===== src/rtl/instruction_prefetcher.sv =====
// Wishbone master that streams sequential instruction words from boot flash into
// a small FIFO for the fetch stage, handling redirects, retries and bus errors.
`timescale 1ns/1ps
module instruction_prefetcher #(
  parameter logic [31:0] RESET_PC = 32'h0000_0000,
  parameter int          DEPTH    = 4
) (
  input  logic        clk_i,
  input  logic        rst_i,
  output logic        cyc_o,
  output logic        stb_o,
  output logic [31:0] adr_o,
  output logic [3:0]  sel_o,
  output logic        we_o,
  output logic [31:0] dat_o,
  input  logic [31:0] dat_i,
  input  logic        ack_i,
  input  logic        err_i,
  input  logic        rty_i,
  input  logic        redirect_i,
  input  logic [31:0] redirect_pc_i,
  output logic        instr_valid_o,
  output logic [31:0] instr_o,
  output logic [31:0] instr_pc_o,
  output logic        instr_err_o,
  input  logic        instr_ready_i
);
  localparam int AW = $clog2(DEPTH);
  localparam int CW = AW + 1;
  localparam logic [CW-1:0] DEPTH_C = CW'(DEPTH);

  typedef enum logic [1:0] {ST_FETCH, ST_IDLE, ST_DRAIN, ST_HALT} state_t;

  state_t           state;
  logic [31:0]      fetch_pc;
  logic [31:0]      fifo_data [DEPTH];
  logic [31:0]      fifo_pc   [DEPTH];
  logic [DEPTH-1:0] fifo_err;
  logic [AW-1:0]    rd_ptr;
  logic [AW-1:0]    wr_ptr;
  logic [CW-1:0]    count;
  logic [CW-1:0]    count_next;
  logic             term;
  logic             push;
  logic             pop;
  logic             credit;
  logic [31:0]      redir_pc;
  logic [31:0]      next_pc;
  logic             unused_pc_bits;

  assign sel_o          = 4'hF;
  assign we_o           = 1'b0;
  assign dat_o          = 32'h0;
  assign redir_pc       = {redirect_pc_i[31:2], 2'b00};
  assign unused_pc_bits = ^redirect_pc_i[1:0];
  assign next_pc        = fetch_pc + 32'd4;

  assign instr_valid_o  = (count != '0);
  assign instr_o        = fifo_data[rd_ptr];
  assign instr_pc_o     = fifo_pc[rd_ptr];
  assign instr_err_o    = fifo_err[rd_ptr];

  // Credit looks at post-edge occupancy so a pop this cycle frees a slot immediately.
  always_comb begin
    term       = cyc_o & (ack_i | err_i | rty_i);
    push       = (state == ST_FETCH) & term & ~redirect_i & (err_i | ~rty_i);
    pop        = instr_valid_o & instr_ready_i & ~redirect_i;
    count_next = count;
    if (redirect_i) begin
      count_next = '0;
    end else begin
      count_next = count + CW'(push) - CW'(pop);
    end
    credit = (count_next < DEPTH_C);
  end

  always_ff @(posedge clk_i or posedge rst_i) begin
    if (rst_i) begin
      state    <= ST_IDLE;
      cyc_o    <= 1'b0;
      stb_o    <= 1'b0;
      adr_o    <= 32'h0;
      fetch_pc <= RESET_PC;
    end else begin
      case (state)
        ST_FETCH: begin
          if (term && redirect_i) begin
            adr_o    <= redir_pc;
            fetch_pc <= redir_pc;
          end else if (term && err_i) begin
            state <= ST_HALT;
            cyc_o <= 1'b0;
            stb_o <= 1'b0;
          end else if (term && rty_i) begin
            state <= ST_IDLE;
            cyc_o <= 1'b0;
            stb_o <= 1'b0;
          end else if (term) begin
            fetch_pc <= next_pc;
            adr_o    <= next_pc;
            if (!credit) begin
              state <= ST_IDLE;
              cyc_o <= 1'b0;
              stb_o <= 1'b0;
            end
          end else if (redirect_i) begin
            // The bus keeps the stale request until the slave terminates it.
            state    <= ST_DRAIN;
            fetch_pc <= redir_pc;
          end
        end
        ST_DRAIN: begin
          if (term) begin
            state    <= ST_FETCH;
            adr_o    <= redirect_i ? redir_pc : fetch_pc;
            fetch_pc <= redirect_i ? redir_pc : fetch_pc;
          end else if (redirect_i) begin
            fetch_pc <= redir_pc;
          end
        end
        ST_IDLE: begin
          if (redirect_i) begin
            state    <= ST_FETCH;
            cyc_o    <= 1'b1;
            stb_o    <= 1'b1;
            adr_o    <= redir_pc;
            fetch_pc <= redir_pc;
          end else if (credit) begin
            state <= ST_FETCH;
            cyc_o <= 1'b1;
            stb_o <= 1'b1;
            adr_o <= fetch_pc;
          end
        end
        ST_HALT: begin
          if (redirect_i) begin
            state    <= ST_FETCH;
            cyc_o    <= 1'b1;
            stb_o    <= 1'b1;
            adr_o    <= redir_pc;
            fetch_pc <= redir_pc;
          end
        end
        default: begin
          state <= ST_IDLE;
          cyc_o <= 1'b0;
          stb_o <= 1'b0;
        end
      endcase
    end
  end

  always_ff @(posedge clk_i or posedge rst_i) begin
    if (rst_i) begin
      rd_ptr   <= '0;
      wr_ptr   <= '0;
      count    <= '0;
      fifo_err <= '0;
      for (int i = 0; i < DEPTH; i++) begin
        fifo_data[i] <= 32'h0;
        fifo_pc[i]   <= 32'h0;
      end
    end else if (redirect_i) begin
      rd_ptr <= '0;
      wr_ptr <= '0;
      count  <= '0;
    end else begin
      if (push) begin
        fifo_data[wr_ptr] <= err_i ? 32'h0 : dat_i;
        fifo_pc[wr_ptr]   <= fetch_pc;
        fifo_err[wr_ptr]  <= err_i;
        wr_ptr            <= wr_ptr + AW'(1);
      end
      if (pop) begin
        rd_ptr <= rd_ptr + AW'(1);
      end
      count <= count_next;
    end
  end

endmodule

===== config.mk =====
export PLATFORM = sky130hd
export DESIGN_NAME = instruction_prefetcher
export DESIGN_NICKNAME = d
export VERILOG_FILES = /design/src/rtl/instruction_prefetcher.sv
export SDC_FILE = /design/constraint.sdc
export NUM_CORES = 1
export LEC_CHECK = 0
export BUFFER_PORTS_ARGS = -buffer_cell sky130_fd_sc_hd__buf_4
export CAP_MARGIN = 20
export CORE_ASPECT_RATIO = 2
export CORE_MARGIN = 2
export CORE_UTILIZATION = 45
export CTS_CLUSTER_DIAMETER = 80
export DETAILED_ROUTE_END_ITERATION = 6
export PLACE_DENSITY = 0.7
export SLEW_MARGIN = 20
export SYNTH_ARGS = -nofsm -noshare
export SYNTH_HDL_FRONTEND = slang
export SYNTH_SLANG_ARGS = --single-unit

===== constraint.sdc =====
create_clock -name clk_i -period 26.2 [get_ports clk_i]
set_clock_uncertainty 0.1 [all_clocks]
set_input_delay 6.55 -clock clk_i [delete_from_list [all_inputs] [get_ports clk_i]]
set_output_delay 6.55 -clock clk_i [all_outputs]
set_load 0.01 [all_outputs]

==> flow_summary.ini, run 1 <==
[worst_setup_path]
cpMostUsedCell = inv_1
r2r-start = state[1]
critical_path_class = input pin to register
cp_max_fo = 46
cp-start-kind = input pin
cpPeakStageDelay_ps = 480
r2r_cells = 17
path_delay_family = compound AO/OA/AOI/OAI gates
critPathBufInv = 5
slowest_stage = buf_4
r2r_end = adr_o[24]
crit_chain = buf_4, o311a_1, nand2_4, a21oi_4, inv_1, ha_1, inv_1, ha_1, inv_1, fa_1, xor3_1, a21oi_1, o221ai_4, buf_4, a221o_1, o32a_1
reg2reg_setup_slack_ps = 21420
end_kind = register
crit_arrival_ps = 10740
worstPathRequired_ps = 26570

[placement]
portBuffers = 168
routabilityCongestion = 0.955
hpwl_mm = 28.4

[cells_and_area]
diodes = 0
utilization_pct = 51.7
layout_common_cells = dfrtp_1, mux2_2, buf_4, mux4_2, nand2_1
drive_gt1_share_pct = 39.9
num-fill-cells = 3188
seq_area_um2 = 8360
layout_commonest_cell = dfrtp_1
multiInputGateArea_um2 = 7670
finish.net_count = 1505
syn_to_final_growth_pct = 13.9

[sta]
setup_viol = 0
worst_pin_slew_ps = 1070
hold_viol_final = 0
rsz0062_at_grt = false
fin_crit_sh_pct = 39.6
slew_headroom_pct = 28.1
fin_crit_ps = 10370
fmax_ghz = 0.0964
setup_tns_ps = 0
worst_hold_slack_ps = 387
slew_violations = 0

[global_routing]
grt_usage_pct = 22.3
grt_pass1_wl_mm = 67.9
overflow = 0
first_global_vias = 11800
antenna_found_initial = 0
grt_max_degree = 133

[power]
power.density_nw_per_um2 = 109
p_switching_mw = 0.727
combinationalPowerShare_pct = 39.4
pwr-share-clk_pct = 22.3
switching_share_pct = 34.9
total_leakage_power_nw = 8.87
p_int_mw = 1.36
seq_power_share_pct = 38.2
ir_drop_uv = 60.8

[drt]
drtIter0Drc = 728
dr_total_vias = 11500
dr.pass1.iters = 6
drt_wl_total_mm = 44.0
postRouteAntennaNets = 0
wl_per_cell_um = 23.2
drc_errors = 0
vias_per_cell = 6.04

[clock_tree]
numClockSinks = 334
holdBufCountCts = 0
clockRootBuffer = clkbuf_16
cts.clk_slew.worst_paths_ps = 70
htree_levels = 1
cts_buffers = 30
cts_resized = 0
postCtsSetupRepairBufs = 0
cts_tree = yes
clk_path_buf_depth = 3
clock_latency_ps = 590

[worst_hold_path]
hold_path_class = register to register
min_from = fifo_pc[26]
holdPathEnd = fifo_pc[26]
hold_depth = 1

[synth]
async_flop_share_pct = 100
synth_top_cell_by_area = dfrtp_1
syn_inst = 1318
syn_area_um2 = 16800
yosys.area.top_type_share_pct = 49.5
synth_edf_count = 0
synth.top_cells.by_area = dfrtp_1, mux2_2, mux4_2
yosys_warnings = 0
synth_seq_area_share_pct = 49.7
ys_ff_latch = 334
synth_top_flop_cell = dfrtp_1
avgSynthCellArea_um2 = 12.8
synth_cell_types = 75

[floorplan]
core_um2 = 37000
io_pins = 208
die_h_um = 277
die_area_um2 = 39000
num_rows = 100
dieWidth_um = 141
initial_core_util_pct = 45.4

[outcome]
status = finished clean

[run]
cap_violations = 0
-- through the flow --
step	setup WS (ps)	instance area [um^2]	instances	power, mW
floorplan	10300	16900	1353	1.31
global placement	15320	18100	1848	1.60
detailed placement	15230	18100	1848	1.63
global route	15630	19200	1898	2.19
finish	15830	19200	1898	2.09
CTS	15850	19200	1898	2.10
-- power by group through the flow --
stage | Clock (mW) | Sequential [mW] | Combinational (mW)
floorplan | 0 | 0.743 | 0.567
global placement | 0 | 0.794 | 0.804
detailed placement | 0 | 0.807 | 0.822
CTS | 0.478 | 0.798 | 0.826
global route | 0.496 | 0.819 | 0.877
finish | 0.466 | 0.797 | 0.823
-- synth_stat cells, drive strengths merged, types with 3 or more instances --
cell	n
inv	21
o221ai	5
o211a	3
a31oi	10
buf	99
a22o	9
o41ai	3
a21oi	36
xor2	9
a211oi	3
a311oi	10
o31ai	5
a22oi	5
a221o	6
o21ai	56
mux2	260
o22ai	4
a21o	4
a32o	4
nand2	64
clkbuf	55
or3	7
nor2	36
and3	10
nand4	16
o311ai	6
nand3	27
nor2b	37
ha	12
mux4	65
dfrtp	333
xnor2	6
mux2i	6
a221oi	16
o211ai	5
nor4	9
and2	7
nor3	16
-- cell families (layout without fill, tap and decap cells) --
group	count (synthesis)	after routing	synth area share (%)
and+or+nand+nor	238	238	7.48
DFF	334	334	49.7
muxes	331	331	26.5
buffers and inverters	176	262	5.71
adders and majority gates	13	13	1.01
AOI/OAI and AO/OA	208	208	8.65
other	2	37	0.0447
xor gates and xnor gates	16	16	0.923
-- registers in the layout, indices dropped and copies added (netlist names) --
name,flops
adr_o,32
fifo_err,4
rd_ptr,2
count,3
fifo_pc,128
state,2
fetch_pc,32
fifo_data,128
wr_ptr,2
stb_o,1
-- per-layer routing --
| metal | vias to the layer above | GRT usage [%] | share of wire, % | wire length, um |
|---|---|---|---|---|
| met4 | 0 | 10.1 | 4.7 | 2080 |
| met3 | 124 | 2.90 | 5.1 | 2220 |
| met2 | 441 | 40.5 | 53 | 23100 |
| met1 | 5897 | 26.1 | 38 | 16600 |
| li1 | 5003 | - | - | - |
| met5 | - | 0 | 0 | 0 |
-- worst max-delay path by stage --
stage | startpoint | end | slack (ps) | cells after the start
CTS | err_i | adr_o[24] | 15850 | 16
finish | err_i | adr_o[24] | 15830 | 16
detailed placement | err_i | adr_o[24] | 15230 | 16
global route | err_i | adr_o[24] | 15630 | 16
global placement | err_i | adr_o[21] | 15320 | 16
floorplan | rst_i | adr_o[0] | 10300 | 1
-- area by class of cell --
| cell class | instances | share of cell area, % |
|---|---|---|
| Inverter | 22 | 0.470 |
| Multi-Input combinational cell | 843 | 40.1 |
| Timing Repair Buffer | 190 | 7.45 |
| Clock buffer | 43 | 4.65 |
| Tap cell | 459 | 3.00 |
| Clock inverter | 7 | 0.706 |
| Sequential cell | 334 | 43.7 |
Power figures use the tool's default switching activity.
==> inputs of run 2 (changes only) <==
--- a/config.mk
+++ b/config.mk
@@ -12,7 +12,7 @@
 export CORE_UTILIZATION = 45
 export CTS_CLUSTER_DIAMETER = 80
 export DETAILED_ROUTE_END_ITERATION = 6
-export PLACE_DENSITY = 0.7
+export PLACE_DENSITY = 0.73
 export SLEW_MARGIN = 20
 export SYNTH_ARGS = -nofsm -noshare
 export SYNTH_HDL_FRONTEND = slang
==> constraint.sdc (replaced) <==
create_clock -name clk_i -period 9.1 [get_ports clk_i]
set_clock_uncertainty 0.1 [all_clocks]
set_input_delay 2.275 -clock clk_i [delete_from_list [all_inputs] [get_ports clk_i]]
set_output_delay 2.275 -clock clk_i [all_outputs]
set_load 0.01 [all_outputs]
==> flow_summary.ini, run 2 (synthesis results as in run 1) <==
[placement]
routabilityCongestion = 0.944
dp_cells = 1848
preCtsSetupSlack_ps = 2460
dpl-instance-area_um2 = 18100
portBuffers = 168
hpwl_mm = 28.9

[clock_tree]
cts_tree = yes
postCtsSetupRepairBufs = 0
holdBufCountCts = 0
numClockSinks = 334
cts.clk_slew.worst_paths_ps = 70
clk_path_buf_depth = 3
htree_levels = 1
clock_latency_ps = 580
cts_resized = 0
cts_buffers = 31
clockRootBuffer = clkbuf_16

[cells_and_area]
top_regs = fifo_data x128, fifo_pc x128
layout_common_cells = dfrtp_1, mux2_2, buf_4, mux4_2, nand2_1
num-fill-cells = 3164
seq_area_um2 = 8370
diodes = 0
drive_gt1_share_pct = 40.5
layout_commonest_cell = dfrtp_1
fin_area_um2 = 19200
multiInputGateArea_um2 = 7670
finish.net_count = 1507
syn_to_final_growth_pct = 14.3
fin_cells = 1905

[drt]
vias_per_cell = 6.02
drc_errors = 1
dr_total_vias = 11500
wl_per_cell_um = 23.1
drt_wl_total_mm = 44.0
drtIter0Drc = 886
postRouteAntennaNets = 0
dr.pass1.iters = 7

[worst_setup_path]
cp_max_fo = 46
critical_path_class = input pin to register
cpPeakStageDelay_ps = 830
worstPathRequired_ps = 9500
slowest_stage = o221ai_4
end_kind = register
cp-start-kind = input pin
crit_arrival_ps = 6430
crit_chain = buf_4, o311a_1, nand2_4, a21oi_4, inv_1, ha_1, inv_1, ha_1, inv_1, fa_1, xor3_1, a21oi_1, o221ai_4, buf_4, buf_4, a21oi_1, a2bb2oi_1

[sta]
setup_viol = 0
worst_hold_slack_ps = 387
setup_tns_ps = 0
fin_crit_ps = 6030
fmax_ghz = 0.166
fin_crit_sh_pct = 66.3
fin_ws_ps = 3070
rsz0062_at_grt = false
worst_pin_slew_ps = 1140
slew_headroom_pct = 23.8
hold_viol_final = 0
slew_violations = 0

[global_routing]
grt_pass1_wl_mm = 68.6
antenna_found_initial = 0
grt_max_degree = 187
first_global_vias = 12200
grt_usage_pct = 22.5
overflow = 0

[floorplan]
num_rows = 100
core_um2 = 37000
initial_core_util_pct = 45.4
die_area_um2 = 39000
io_pins = 208
dieWidth_um = 141
die_h_um = 277

[power]
total_leakage_power_nw = 8.90
power.density_nw_per_um2 = 314
ir_drop_uv = 191

[outcome]
status = complete, but fails checks
violations = design-rule violations

[worst_hold_path]
hold_path_class = register to register

[run]
cap_violations = 0
-- run 2: path summary, 6_finish.rpt --
| check | start | endpoint | cells after the start | slack (ps) |
|---|---|---|---|---|
| max | err_i | adr_o[10] | 17 | 3070 |
| min reg2reg | fifo_pc[21] | fifo_pc[21] | 1 | 390 |
| max in group asynchronous | rst_i | fifo_data[75] | 4 | 5240 |
| min in group asynchronous | rst_i | fifo_data[57] | 2 | 1690 |
| min | fifo_pc[21] | fifo_pc[21] | 1 | 390 |
| max reg2reg | state[1] | adr_o[10] | 18 | 4380 |
-- run 2: area by class of cell --
class | instances | area share [%]
multi-input combinational | 843 | 39.9
timing repair buffer | 191 | 7.63
inverter | 22 | 0.449
clock inverter | 15 | 0.820
clock buffer | 41 | 4.65
sequential | 334 | 43.5
tap | 459 | 2.99
-- run 2: critical path: cells and delay by family --
kind            cells  cell delay (ps)
compound gates      6             1810
buf+inv             6             1200
fa+ha+maj           3              760
xor+xnor            1              220
simple gates        1              130
-- run 2: where the power goes --
part	switching, mW	leakage (nW)	internal, mW	total [mW]
clock network	0.576	0.532	0.772	1.35
registers	0.386	4.39	1.93	2.31
logic	1.16	3.98	1.21	2.37
total	2.12	8.90	3.91	6.03
-- run 2: per-layer routing --
layer  vias to the layer above  GRT usage [%]  routed length, um
li1                       5013              -                  -
met4                         0           12.0               2380
met3                       138           2.04               2210
met2                       446           41.5              23600
met5                         -              0                  0
met1                      5864           25.4              15900
-- run 2: metrics by stage --
stage          power [mW]  util (%)
5_1_grt              6.35      51.9
2_1_floorplan        3.77         -
4_1_cts              6.07      51.8
6_report             6.03      51.9
3_5_place_dp         4.71      49.0
3_3_place_gp         4.61      49.0
